### src/rtl/xnor_resp_checker_sat_counter.sv
// Saturating up-counter with synchronous clear; clear wins over increment.
module sat_counter #(
    parameter int W = 8
) (
    input  logic         clk,
    input  logic         rst,
    input  logic         i_clr,
    input  logic         i_incr,
    output logic [W-1:0] o_cnt
);

    logic [W-1:0] r_cnt;

    always_ff @(posedge clk or posedge rst) begin
        if (rst) begin
            r_cnt <= '0;
        end else if (i_clr) begin
            r_cnt <= '0;
        end else if (i_incr && (r_cnt != '1)) begin
            r_cnt <= r_cnt + W'(1);
        end
    end

    assign o_cnt = r_cnt;

endmodule

### config.mk
export PLATFORM = sky130hd
export DESIGN_NAME = sat_counter
export DESIGN_NICKNAME = d
export VERILOG_FILES = /design/src/rtl/xnor_resp_checker_sat_counter.sv
export SDC_FILE = /design/constraint.sdc
export NUM_CORES = 1
export LEC_CHECK = 0
export CORE_AREA = 2 2 39 41
export DETAILED_ROUTE_END_ITERATION = 10
export DIE_AREA = 0 0 41 43
export SLEW_MARGIN = 30
export SYNTH_ARGS = -nofsm -noshare
export SYNTH_HDL_FRONTEND = slang
export SYNTH_SLANG_ARGS = --single-unit
### constraint.sdc
create_clock -name clk -period 2.1 [get_ports clk]
set_clock_uncertainty 0.2 [all_clocks]
set_input_delay 0.21 -clock clk [delete_from_list [all_inputs] [get_ports clk]]
set_output_delay 0.21 -clock clk [all_outputs]
set_load 0.01 [all_outputs]
==> key figures, run 1 <==
Critical path
  • Crit Path Class: flop to flop
  • Largest fanout on the critical path: 5
  • Critical Path AT: 1.76 ns
  • Req. time, crit path: 2.04 ns
  • Type of destination of the critical path: flop
  • CP Launch Type: flop

Placed design
  • Hpwl dp: 687 microns
  • Placed cells: 74
  • Setup WS pre-CTS: 0.221 ns
  • Port Buffer Count: 11
  • Placer congestion estimate: 0.827

Floorplan
  • Die Span Y: 43 microns
  • Starting Density: 36.4%
  • Core area: 1380 sq um
  • Die width: 41 microns
  • Die Area: 1760 sq um
  • Io pins: 12
  • Num rows: 14

CTS
  • Post-CTS setup buffers: 0
  • Post-CTS resize count: 0
  • Total CTS buffers: 3
  • Number of clock sinks: 8
  • CTS tree: done
  • H-tree Lvls: 1
  • Clock-pin slew on the worst setup and hold paths: 0.05 ns
  • Longest Clk Path Bufs: 2
  • Hold Buf Count CTS: 0
  • Worst skew pair latency: 0.25 ns
  • Clock tree root buffer cell: clkbuf_4

STA
  • Final setup margin: 0.273 ns
  • Slew @ Worst Pin: 0.356 ns
  • Final hold vios: 0
  • Final min period: 1.83 ns
  • Final Max Tran Viols: 0
  • Setup Total Neg Slack: 0 ns
  • Period utilization: 87.0%
  • RSZ-0062 raised after global routing: false
  • Finish-stage setup viols: 0
  • Worst relative slew slack: 76.2%
  • Fmax: 547 MHz

Logic synthesis
  • Post-synth EDFFs: 0
  • Yosys warns: 0
  • Seq cells post-synth: 8
  • Post-Syn Nets: 54
  • Syn avg cell area: 10.3 sq um
  • Mapped cell area: 504 sq um
  • Synth Instances: 49
  • Sequential element share of the synthesized area: 39.7%
  • Ys flop type: dfrtp_1
  • Yosys cell types: 25
  • Share of async-settable or async-resettable flops after synthesis: 100%

GRT
  • Met2 Use GR: 16.6%
  • GRT met1 Usage: 18.0%
  • Gr usage total: 13.6%
  • Initial antenna violation count: 0
  • First-pass GRT wire length: 1.55 mm
  • Number of global-route vias before repair: 338
  • GRT overflow: 0
  • Pin count of the biggest net entering global routing: 11
  • Met3 Use GR: 9.42%
  • Most used routing layer: met1

Route
  • Final ANT Viol Nets: 0
  • Drt pass-1 iters: 4
  • DR WL/cell: 11.5 microns
  • First DRT Iteration DRCs: 10
  • DRC viols: 0
  • Drt via density: 5.23
  • Via count: 403
  • Final wirelength: 887 microns

Layout
  • Area growth syn-to-layout: 27.3%
  • Ant. Diodes: 0
  • Fin cells: 77
  • Layout Nets: 68
  • Max reg flops: 8
  • FILL cells: 143
  • Ratio of cells with drive above 1 in the final layout: 18.0%

Pwr
  • Power, Total: 313 uW
  • Worst-case vdd ir drop: 330 uV
  • Pwr/cell area: 488 nW/um^2
  • Leakage power: 0.000286 uW

Status
  • Outcome: finished clean

Job
  • Max-cap violations: 0

Worst hold path
  • Worst hold path type: input port to async pin
-- final timing paths --
path	startpoint	to	slack, ns	depth (start not counted)
setup / recovery	o_cnt[0]	o_cnt[5]	0.27	4
setup reg to reg	o_cnt[0]	o_cnt[5]	0.27	4
max in group asynchronous	rst	o_cnt[4]	1.47	2
min in group clk	o_cnt[1]	o_cnt[1]	0.38	2
hold reg to reg	o_cnt[1]	o_cnt[1]	0.38	2
hold / removal	rst	o_cnt[6]	0.004	2
-- layer usage --
layer	routed length, microns	share of wire [%]
met1	430	48
met2	390	44
met3	58	6.5
met4	7	0.79
met5	0	0
-- cell usage after synthesis, types with 2 or more instances --
| cell type | number | area (sq um) |
|---|---|---|
| a21oi_1 | 2 | 10.0 |
| a21oi_2 | 2 | 17.5 |
| dfrtp_1 | 8 | 200 |
| inv_1 | 2 | 7.51 |
| mux2_4 | 4 | 60.1 |
| nand2_1 | 4 | 15.0 |
| nand3_1 | 2 | 10.0 |
| nand4_1 | 2 | 12.5 |
| nor2_1 | 4 | 15.0 |
| nor2b_1 | 4 | 25.0 |
-- critical path, stage by stage (launching register included) --
cell and delay (ns):
dfrtp_1 0.42, ha_1 0.26, and3_1 0.25, a211oi_2 0.27
mux2_4 0.32
-- final cells by class --
cell class	count	area (sq um)	share of cell area, %
multi-input cells	37	282	43.9
flip-flops and latches	8	200	31.2
repair buffers	11	110	17.2
clock buffers	3	22.5	3.51
well taps	16	20.0	3.12
inverters	2	7.51	1.17
-- kinds of logic (layout without fill, tap and decap cells) --
group / Yosys count / after routing / share of synthesized area (%)
AND/OR/NAND/NOR: 22 / 22 / 23.8
AO/OA/AOI/OAI: 9 / 9 / 15.6
flip-flops: 8 / 8 / 39.7
multiplexers: 5 / 5 / 13.9
buffers and inverters: 4 / 16 / 4.47
adder cells (fa/ha/maj): 1 / 1 / 2.48
-- cell usage in the layout, fill, tap and decap left out, types with 2 or more instances in the layout --
master           Yosys  routed
clkdlybuf4s50_1      0      11
dfrtp_1              8       8
nand2_1              4       4
nor2b_1              4       4
nor2_1               4       4
mux2_4               4       4
clkbuf_4             0       3
nand4_1              2       2
inv_1                2       2
nand3_1              2       2
a21oi_1              2       2
a21oi_2              2       2
-- per-stage QoR --
step | hold WS (ns) | area [sq um] | utilization (%)
4_1_cts | 0.0178 | 642 | 46.4
5_1_grt | 0.0464 | 642 | 46.4
6_report | 0.00365 | 642 | 46.4
2_1_floorplan | -0.174 | 504 | -
3_5_place_dp | 0.298 | 619 | 44.8
3_3_place_gp | 0.293 | 619 | 44.8
-- power by group --
part	switching (uW)	internal, uW
logic	16.4	19.7
registers	4.46	158
clock network	49.6	65.2
total	70.4	243
Note: power is estimated with default switching activity, not from simulation.
==> inputs of run 2 (changes only) <==
Settings changed: CTS_CLUSTER_DIAMETER set to 150.
==> results of run 2 <==
Final layout, timing and power as in run 1 (identical DEF).
